## src/rtl/alu_reservation_station_if.sv

```systemverilog
// rtl/alu_reservation_station_if.sv - dispatch, CDB, issue and status bundle of the ALU reservation station
interface alu_reservation_station_if #(
  parameter int DEPTH  = 4,
  parameter int TAG_W  = 4,
  parameter int DATA_W = 64
);
  localparam int OCC_W = $clog2(DEPTH + 1);

  logic              flush;
  logic              disp_valid;
  logic              disp_ready;
  logic [4:0]        disp_alu_op;
  logic [TAG_W-1:0]  disp_dst_tag;
  logic              disp_a_rdy;
  logic [TAG_W-1:0]  disp_a_tag;
  logic [DATA_W-1:0] disp_a_val;
  logic              disp_b_rdy;
  logic [TAG_W-1:0]  disp_b_tag;
  logic [DATA_W-1:0] disp_b_val;
  logic [5:0]        disp_valhw;
  logic              disp_set_cc;
  logic [4:0]        disp_cond;
  logic              cdb_valid;
  logic [TAG_W-1:0]  cdb_tag;
  logic [DATA_W-1:0] cdb_val;
  logic              iss_valid;
  logic              iss_ready;
  logic [4:0]        iss_alu_op;
  logic [DATA_W-1:0] iss_vala;
  logic [DATA_W-1:0] iss_valb;
  logic [5:0]        iss_valhw;
  logic              iss_set_cc;
  logic [4:0]        iss_cond;
  logic [TAG_W-1:0]  iss_dst_tag;
  logic [OCC_W-1:0]  occupancy;

  modport master (
    output flush, disp_valid, disp_alu_op, disp_dst_tag,
           disp_a_rdy, disp_a_tag, disp_a_val,
           disp_b_rdy, disp_b_tag, disp_b_val,
           disp_valhw, disp_set_cc, disp_cond,
           cdb_valid, cdb_tag, cdb_val, iss_ready,
    input  disp_ready, iss_valid, iss_alu_op, iss_vala, iss_valb,
           iss_valhw, iss_set_cc, iss_cond, iss_dst_tag, occupancy
  );

  modport slave (
    input  flush, disp_valid, disp_alu_op, disp_dst_tag,
           disp_a_rdy, disp_a_tag, disp_a_val,
           disp_b_rdy, disp_b_tag, disp_b_val,
           disp_valhw, disp_set_cc, disp_cond,
           cdb_valid, cdb_tag, cdb_val, iss_ready,
    output disp_ready, iss_valid, iss_alu_op, iss_vala, iss_valb,
           iss_valhw, iss_set_cc, iss_cond, iss_dst_tag, occupancy
  );
endinterface

```

## src/rtl/alu_reservation_station.sv

```systemverilog
// rtl/alu_reservation_station.sv - collapsing-queue Tomasulo station feeding the ALU
// Slot 0 is the oldest entry; slots at or above occ_q hold stale data and are never issued.
module alu_reservation_station #(
  parameter int DEPTH  = 4,
  parameter int TAG_W  = 4,
  parameter int DATA_W = 64
) (
  input  logic                     clk_i,
  input  logic                     rst_i,
  alu_reservation_station_if.slave rs_if
);
  localparam int OCC_W = $clog2(DEPTH + 1);
  localparam int IDX_W = $clog2(DEPTH);

  typedef struct packed {
    logic [4:0]        alu_op;
    logic [TAG_W-1:0]  dst_tag;
    logic              a_rdy;
    logic [TAG_W-1:0]  a_tag;
    logic [DATA_W-1:0] a_val;
    logic              b_rdy;
    logic [TAG_W-1:0]  b_tag;
    logic [DATA_W-1:0] b_val;
    logic [5:0]        valhw;
    logic              set_cc;
    logic [4:0]        cond;
  } entry_t;

  entry_t           entry_q [DEPTH];
  entry_t           entry_d [DEPTH];
  entry_t           cap     [DEPTH];
  entry_t           new_e;
  entry_t           sel_e;
  logic [OCC_W-1:0] occ_q;
  logic [OCC_W-1:0] occ_d;
  logic [OCC_W-1:0] wr_idx;
  logic [DEPTH-1:0] elig;
  logic [IDX_W-1:0] sel;
  logic             any_elig;
  logic             iss_fire;
  logic             disp_fire;
  logic             disp_ready;

  function automatic entry_t capture(entry_t e, logic v, logic [TAG_W-1:0] t,
                                     logic [DATA_W-1:0] d);
    entry_t r;
    r = e;
    if (v && !e.a_rdy && (e.a_tag == t)) begin
      r.a_rdy = 1'b1;
      r.a_val = d;
    end
    if (v && !e.b_rdy && (e.b_tag == t)) begin
      r.b_rdy = 1'b1;
      r.b_val = d;
    end
    return r;
  endfunction

  // Eligibility uses registered rdy bits only, so a capture never issues in its own cycle.
  always_comb begin
    elig     = '0;
    sel      = '0;
    any_elig = 1'b0;
    for (int i = 0; i < DEPTH; i++) begin
      elig[i] = (i < int'(occ_q)) && entry_q[i].a_rdy && entry_q[i].b_rdy;
    end
    for (int i = DEPTH - 1; i >= 0; i--) begin
      if (elig[i]) begin
        sel      = IDX_W'(i);
        any_elig = 1'b1;
      end
    end
  end

  assign sel_e      = entry_q[sel];
  assign disp_ready = occ_q < OCC_W'(DEPTH);
  assign iss_fire   = any_elig && rs_if.iss_ready;
  // A full station still accepts a dispatch when the same edge issues an entry.
  assign disp_fire  = rs_if.disp_valid && (disp_ready || iss_fire);
  assign wr_idx     = occ_q - OCC_W'(iss_fire);

  assign rs_if.disp_ready  = disp_ready;
  assign rs_if.occupancy   = occ_q;
  assign rs_if.iss_valid   = any_elig;
  assign rs_if.iss_alu_op  = any_elig ? sel_e.alu_op  : '0;
  assign rs_if.iss_vala    = any_elig ? sel_e.a_val   : '0;
  assign rs_if.iss_valb    = any_elig ? sel_e.b_val   : '0;
  assign rs_if.iss_valhw   = any_elig ? sel_e.valhw   : '0;
  assign rs_if.iss_set_cc  = any_elig ? sel_e.set_cc  : 1'b0;
  assign rs_if.iss_cond    = any_elig ? sel_e.cond    : '0;
  assign rs_if.iss_dst_tag = any_elig ? sel_e.dst_tag : '0;

  always_comb begin
    new_e.alu_op  = rs_if.disp_alu_op;
    new_e.dst_tag = rs_if.disp_dst_tag;
    new_e.a_rdy   = rs_if.disp_a_rdy;
    new_e.a_tag   = rs_if.disp_a_tag;
    new_e.a_val   = rs_if.disp_a_val;
    new_e.b_rdy   = rs_if.disp_b_rdy;
    new_e.b_tag   = rs_if.disp_b_tag;
    new_e.b_val   = rs_if.disp_b_val;
    new_e.valhw   = rs_if.disp_valhw;
    new_e.set_cc  = rs_if.disp_set_cc;
    new_e.cond    = rs_if.disp_cond;
  end

  // Capture first, then collapse, so captured bits travel with their entry.
  always_comb begin
    for (int i = 0; i < DEPTH; i++) begin
      cap[i]     = capture(entry_q[i], rs_if.cdb_valid, rs_if.cdb_tag, rs_if.cdb_val);
      entry_d[i] = cap[i];
    end
    if (iss_fire) begin
      for (int i = 0; i < DEPTH - 1; i++) begin
        if (i >= int'(sel)) entry_d[i] = cap[i+1];
      end
    end
    if (disp_fire) begin
      for (int i = 0; i < DEPTH; i++) begin
        if (i == int'(wr_idx)) begin
          entry_d[i] = capture(new_e, rs_if.cdb_valid, rs_if.cdb_tag, rs_if.cdb_val);
        end
      end
    end
    occ_d = occ_q + OCC_W'(disp_fire) - OCC_W'(iss_fire);
    if (rs_if.flush) occ_d = '0;
  end

  always_ff @(posedge clk_i) begin
    if (rst_i) begin
      occ_q <= '0;
      for (int i = 0; i < DEPTH; i++) entry_q[i] <= '0;
    end else begin
      occ_q <= occ_d;
      for (int i = 0; i < DEPTH; i++) entry_q[i] <= entry_d[i];
    end
  end
endmodule
```

## src/flat_wrapper.sv

```systemverilog
// flat-port wrapper written by rule: the top's interface ports become plain ports
module alu_reservation_station_flat 
#(
  parameter int DEPTH  = 4,
  parameter int TAG_W  = 4,
  parameter int DATA_W = 64
)
  (clk_i, rst_i, rs_if_flush, rs_if_disp_valid, rs_if_disp_alu_op, rs_if_disp_dst_tag, rs_if_disp_a_rdy, rs_if_disp_a_tag, rs_if_disp_a_val, rs_if_disp_b_rdy, rs_if_disp_b_tag, rs_if_disp_b_val, rs_if_disp_valhw, rs_if_disp_set_cc, rs_if_disp_cond, rs_if_cdb_valid, rs_if_cdb_tag, rs_if_cdb_val, rs_if_iss_ready, rs_if_disp_ready, rs_if_iss_valid, rs_if_iss_alu_op, rs_if_iss_vala, rs_if_iss_valb, rs_if_iss_valhw, rs_if_iss_set_cc, rs_if_iss_cond, rs_if_iss_dst_tag, rs_if_occupancy);
  alu_reservation_station_if #(.DEPTH(DEPTH), .TAG_W(TAG_W), .DATA_W(DATA_W)) rs_if_i ();
  input  logic clk_i;
  input  logic rst_i;
  input wire logic [$bits(rs_if_i.flush)-1:0] rs_if_flush;
  input wire logic [$bits(rs_if_i.disp_valid)-1:0] rs_if_disp_valid;
  input wire logic [$bits(rs_if_i.disp_alu_op)-1:0] rs_if_disp_alu_op;
  input wire logic [$bits(rs_if_i.disp_dst_tag)-1:0] rs_if_disp_dst_tag;
  input wire logic [$bits(rs_if_i.disp_a_rdy)-1:0] rs_if_disp_a_rdy;
  input wire logic [$bits(rs_if_i.disp_a_tag)-1:0] rs_if_disp_a_tag;
  input wire logic [$bits(rs_if_i.disp_a_val)-1:0] rs_if_disp_a_val;
  input wire logic [$bits(rs_if_i.disp_b_rdy)-1:0] rs_if_disp_b_rdy;
  input wire logic [$bits(rs_if_i.disp_b_tag)-1:0] rs_if_disp_b_tag;
  input wire logic [$bits(rs_if_i.disp_b_val)-1:0] rs_if_disp_b_val;
  input wire logic [$bits(rs_if_i.disp_valhw)-1:0] rs_if_disp_valhw;
  input wire logic [$bits(rs_if_i.disp_set_cc)-1:0] rs_if_disp_set_cc;
  input wire logic [$bits(rs_if_i.disp_cond)-1:0] rs_if_disp_cond;
  input wire logic [$bits(rs_if_i.cdb_valid)-1:0] rs_if_cdb_valid;
  input wire logic [$bits(rs_if_i.cdb_tag)-1:0] rs_if_cdb_tag;
  input wire logic [$bits(rs_if_i.cdb_val)-1:0] rs_if_cdb_val;
  input wire logic [$bits(rs_if_i.iss_ready)-1:0] rs_if_iss_ready;
  output wire logic [$bits(rs_if_i.disp_ready)-1:0] rs_if_disp_ready;
  output wire logic [$bits(rs_if_i.iss_valid)-1:0] rs_if_iss_valid;
  output wire logic [$bits(rs_if_i.iss_alu_op)-1:0] rs_if_iss_alu_op;
  output wire logic [$bits(rs_if_i.iss_vala)-1:0] rs_if_iss_vala;
  output wire logic [$bits(rs_if_i.iss_valb)-1:0] rs_if_iss_valb;
  output wire logic [$bits(rs_if_i.iss_valhw)-1:0] rs_if_iss_valhw;
  output wire logic [$bits(rs_if_i.iss_set_cc)-1:0] rs_if_iss_set_cc;
  output wire logic [$bits(rs_if_i.iss_cond)-1:0] rs_if_iss_cond;
  output wire logic [$bits(rs_if_i.iss_dst_tag)-1:0] rs_if_iss_dst_tag;
  output wire logic [$bits(rs_if_i.occupancy)-1:0] rs_if_occupancy;
  assign rs_if_i.flush = rs_if_flush;
  assign rs_if_i.disp_valid = rs_if_disp_valid;
  assign rs_if_i.disp_alu_op = rs_if_disp_alu_op;
  assign rs_if_i.disp_dst_tag = rs_if_disp_dst_tag;
  assign rs_if_i.disp_a_rdy = rs_if_disp_a_rdy;
  assign rs_if_i.disp_a_tag = rs_if_disp_a_tag;
  assign rs_if_i.disp_a_val = rs_if_disp_a_val;
  assign rs_if_i.disp_b_rdy = rs_if_disp_b_rdy;
  assign rs_if_i.disp_b_tag = rs_if_disp_b_tag;
  assign rs_if_i.disp_b_val = rs_if_disp_b_val;
  assign rs_if_i.disp_valhw = rs_if_disp_valhw;
  assign rs_if_i.disp_set_cc = rs_if_disp_set_cc;
  assign rs_if_i.disp_cond = rs_if_disp_cond;
  assign rs_if_i.cdb_valid = rs_if_cdb_valid;
  assign rs_if_i.cdb_tag = rs_if_cdb_tag;
  assign rs_if_i.cdb_val = rs_if_cdb_val;
  assign rs_if_i.iss_ready = rs_if_iss_ready;
  assign rs_if_disp_ready = rs_if_i.disp_ready;
  assign rs_if_iss_valid = rs_if_i.iss_valid;
  assign rs_if_iss_alu_op = rs_if_i.iss_alu_op;
  assign rs_if_iss_vala = rs_if_i.iss_vala;
  assign rs_if_iss_valb = rs_if_i.iss_valb;
  assign rs_if_iss_valhw = rs_if_i.iss_valhw;
  assign rs_if_iss_set_cc = rs_if_i.iss_set_cc;
  assign rs_if_iss_cond = rs_if_i.iss_cond;
  assign rs_if_iss_dst_tag = rs_if_i.iss_dst_tag;
  assign rs_if_occupancy = rs_if_i.occupancy;
  alu_reservation_station #(.DEPTH(DEPTH), .TAG_W(TAG_W), .DATA_W(DATA_W)) u_core (.clk_i(clk_i), .rst_i(rst_i), .rs_if(rs_if_i));
endmodule
```

## config.mk

```make
export PLATFORM = sky130hd
export DESIGN_NAME = alu_reservation_station_flat
export DESIGN_NICKNAME = d
export VERILOG_FILES = /design/src/rtl/alu_reservation_station_if.sv /design/src/rtl/alu_reservation_station.sv /design/src/flat_wrapper.sv
export SDC_FILE = /design/constraint.sdc
export NUM_CORES = 2
export LEC_CHECK = 0
export BUFFER_PORTS_ARGS = -buffer_cell sky130_fd_sc_hd__buf_4
export CELL_PAD_IN_SITES_DETAIL_PLACEMENT = 1
export CELL_PAD_IN_SITES_GLOBAL_PLACEMENT = 2
export CORE_MARGIN = 10
export CORE_UTILIZATION = 39
export CTS_CLUSTER_SIZE = 40
export DETAILED_ROUTE_END_ITERATION = 8
export PLACE_DENSITY = 0.84
export SLEW_MARGIN = 10
export SYNTH_ARGS = -nofsm -noshare
export SYNTH_HDL_FRONTEND = slang
export SYNTH_SLANG_ARGS = --single-unit
```

## constraint.sdc

```tcl
create_clock -name clk_i -period 5.2 [get_ports clk_i]
set_input_delay 0.78 -clock clk_i [delete_from_list [all_inputs] [get_ports clk_i]]
set_output_delay 0.78 -clock clk_i [all_outputs]
set_load 0.02 [all_outputs]
```

==> results.ini <==
[floorplan]
die_area_mm2 = 0.1055
die_w_um = 324.7
die_h_um = 324.7
core_region_area_mm2 = 0.09194
num_io_pins = 387
initial_core_util_pct = 39.39
num_rows = 111

[worst_setup_path]
cp_slowest_cell = dfxtp_1
crit_chain = inv_1, ha_1, nor3_1, o22ai_1, nand2_4, buf_12, mux2i_1, o22ai_1, buf_4
crit_required_ns = 4.42
path_class = reg2out
startpoint_type = flop
slowest_delay_ns = 0.57
cp.arrival_ns = 4.20
r2r_start = u_core.rs_if.occupancy[1]
cp_common_cell = o22ai_1
reg2reg_depth = 14
r2r_end = u_core.entry_q[3][149]
crit_fanout = 78
endpoint_kind = primary output
reg2reg_slack_ns = 0.81

[routing]
post_drt_wl_per_cell_um = 29.15
dr.pass1.iters = 8
viasPerCell = 6.526
vias = 36160
drtIter0Drc = 3470
routed_wl_um = 161500
drc = 0
antenna_left = 0

[clock_tree]
postCtsSetupRepairBufs = 0
cts_tree = done
cts-resized-gates = 0
htree_levels = 3
cts-buffers-inserted = 77
worstSkewPairLatency_ns = 0.64
root_buffer = clkbuf_16
cts_sinks = 639
clock_path_buffers = 3
cts.hold.buffers_added = 0
path_clk_slew_ns = 0.06

[synth]
synth_compound_area_share_pct = 31.56
synth_nets = 4455
yosys.area.top_type_share_pct = 35.32
synth_ff_type = dfxtp_1
yosys-top-cells-count = 639 x dfxtp_1, 437 x nand2_1, 426 x mux2i_1, 417 x nor2_1, 358 x a21oi_1
synth_mux_area_share_pct = 15.88
async_flop_share_pct = 0
synth_cell_types = 65
synth_top_family_by_area = compound AO/OA/AOI/OAI gates
synthSimpleGateAreaFrac_pct = 9.725
synth.area.top_cells = dfxtp_1 35%, mux2i_1 12%, a211oi_1 5.8%
avgSynthCellArea_um2 = 8.590
synth_warnings = 0
synth_xor_area_share_pct = 0.7013
synth_fa_ha_area_share_pct = 0.2280
yosysSeqAreaShare_pct = 35.32
ys_ff_latch = 639
synth_most_common_cell = dfxtp_1
yosysTopAreaCell = dfxtp_1
syn_area_mm2 = 0.03622
synth_edf_count = 0
syn_inst = 4216

[min_path]
hold_class = in2reg
hold_path_startpoint = rs_if_flush
holdPathStages = 2
min_to = u_core.rs_if.occupancy[1]

[power]
p_int_mw = 9.179
combPwrFrac_pct = 12.1
p_sw_mw = 3.323
sw_frac_of_total_pct = 26.58
sequentialPowerShare_pct = 42.0
vdd_ir_drop_max_mv = 0.2337
leakagePower_nw = 16.52
power_density_mw_per_mm2 = 295.4
clkPwrFrac_pct = 45.9

[outcome]
status = finished, final reports clean

[flow_run]
cap_violations = 0

[sta]
setup_viol = 0
holdWs_ns = 0.3354
min_period_ns = 4.984
finalHoldViolations = 0
period_share_pct = 95.84
slew_headroom_pct = 15.76
rsz0062_at_grt = no
finalClockSkew_ns = 0.01855
drv_slew = 0
fmax_mhz = 200.7
setup_tns_ns = 0
worstMarginPinSlew_ns = 1.261

[final_layout]
multi_input_area_mm2 = 0.02127
nets = 4478
drive_gt1_share_pct = 18.50
area_growth_pct = 16.87
final_util_pct = 46.04
register_area_mm2 = 0.01279
num-fill-cells = 10650

[grt]
gr-total-overflow = 0
grt_pass1_vias = 37120
grt_first_pass_wirelength_um = 241400
grt_use_total_pct = 28.86
grt_max_degree = 150
antenna_found_initial = 8

[placement]
io_buffers = 386
routabilityCongestion = 0.8166
dpl.hpwl_um = 93820

## per-layer routing
metal  part of all wire (%)  vias to the layer above  global-route usage [%]  routed length, um
met5                  0.059                        -                       0                 95
met4                    4.5                       14                   12.78               7287
met3                    7.0                      309                   4.881              11280
met2                     47                     1490                   47.46              75200
met1                     42                    18330                   36.76              67660
li1                       -                    16020                       -                  -
## state kept, by name (all words and copies together), names as in the netlist
name	flops
u_core.entry_q	636
u_core.rs_if.occupancy	3
## power groups by stage
| stage | Sequential (mW) | Combinational [mW] | Clock, mW |
|---|---|---|---|
| 2_1_floorplan | 5.31 | 0.962 | 0 |
| 3_3_place_gp | 5.35 | 1.46 | 0 |
| 3_5_place_dp | 5.35 | 1.48 | 0 |
| 4_1_cts | 5.25 | 1.49 | 5.80 |
| 5_1_grt | 5.28 | 1.61 | 6.02 |
| 6_report | 5.25 | 1.51 | 5.74 |
## final cells by class
class / count / area share (%)
Clock buffer: 120 / 5.560
Timing Repair Buffer: 469 / 9.460
Clock inverter: 17 / 0.6829
Sequential cell: 639 / 30.22
Inverter: 17 / 0.1508
Multi-Input combinational cell: 3035 / 50.24
Tap cell: 1243 / 3.674
Antenna cell: 1 / 0.005912
## layout by cell type (no fill, tap or decap), types with 8 or more instances in the layout
master and count:
mux2_2 130, dfxtp_1 639, nor2_1 414, clkbuf_1 21, buf_4 430, a22oi_1 128
a311oi_1 88, a222oi_1 67, clkbuf_8 18, mux2i_1 426, clkbuf_16 81, nand3_1 12
o22a_1 64, a211oi_1 282, a211oi_2 40, a21oi_1 354, o211ai_1 192, inv_1 17
o22ai_1 154, buf_12 38, o32a_1 129, xnor2_1 23, nand2_1 435, nor3_1 8
## metrics by stage
stage,power (mW),worst slack (ns),area (um^2),std cells
finish,12.50,0.2164,42330,5541
CTS,12.54,0.3159,42320,5540
detailed placement,6.836,0.9039,39680,5403
global placement,6.807,1.076,39680,5403
floorplan,6.275,1.706,36220,4216
global route,12.91,0.03108,42330,5541
## critical path, delay by kind of cell (launching register included)
kind	cells	cell delay, ns
compound gates	2	0.62
buf+inv	3	0.84
fa+ha+maj	1	0.35
simple gates	2	0.78
flops	1	0.57
mux	1	0.16
## logic make-up (layout without fill, tap and decap cells)
group | Yosys count | in the layout
buf+inv | 542 | 623
mux | 557 | 557
other cells | 0 | 1
fa+ha+maj | 6 | 6
simple gates | 906 | 906
flops | 639 | 639
xor+xnor | 29 | 29
compound gates | 1537 | 1537
## worst max path at each step
| stage | startpoint | to | cells after the start |
|---|---|---|---|
| floorplan | u_core.rs_if.occupancy[2] | u_core.entry_q[3][30] | 15 |
| global placement | u_core.rs_if.occupancy[1] | u_core.entry_q[3][149] | 14 |
| detailed placement | u_core.rs_if.occupancy[1] | u_core.entry_q[3][149] | 14 |
| CTS | u_core.rs_if.occupancy[1] | rs_if_iss_valb[1] | 9 |
| global route | u_core.rs_if.occupancy[1] | rs_if_iss_valb[62] | 9 |
| finish | u_core.rs_if.occupancy[1] | rs_if_iss_vala[0] | 9 |
Note: power is estimated with default switching activity, not from simulation.
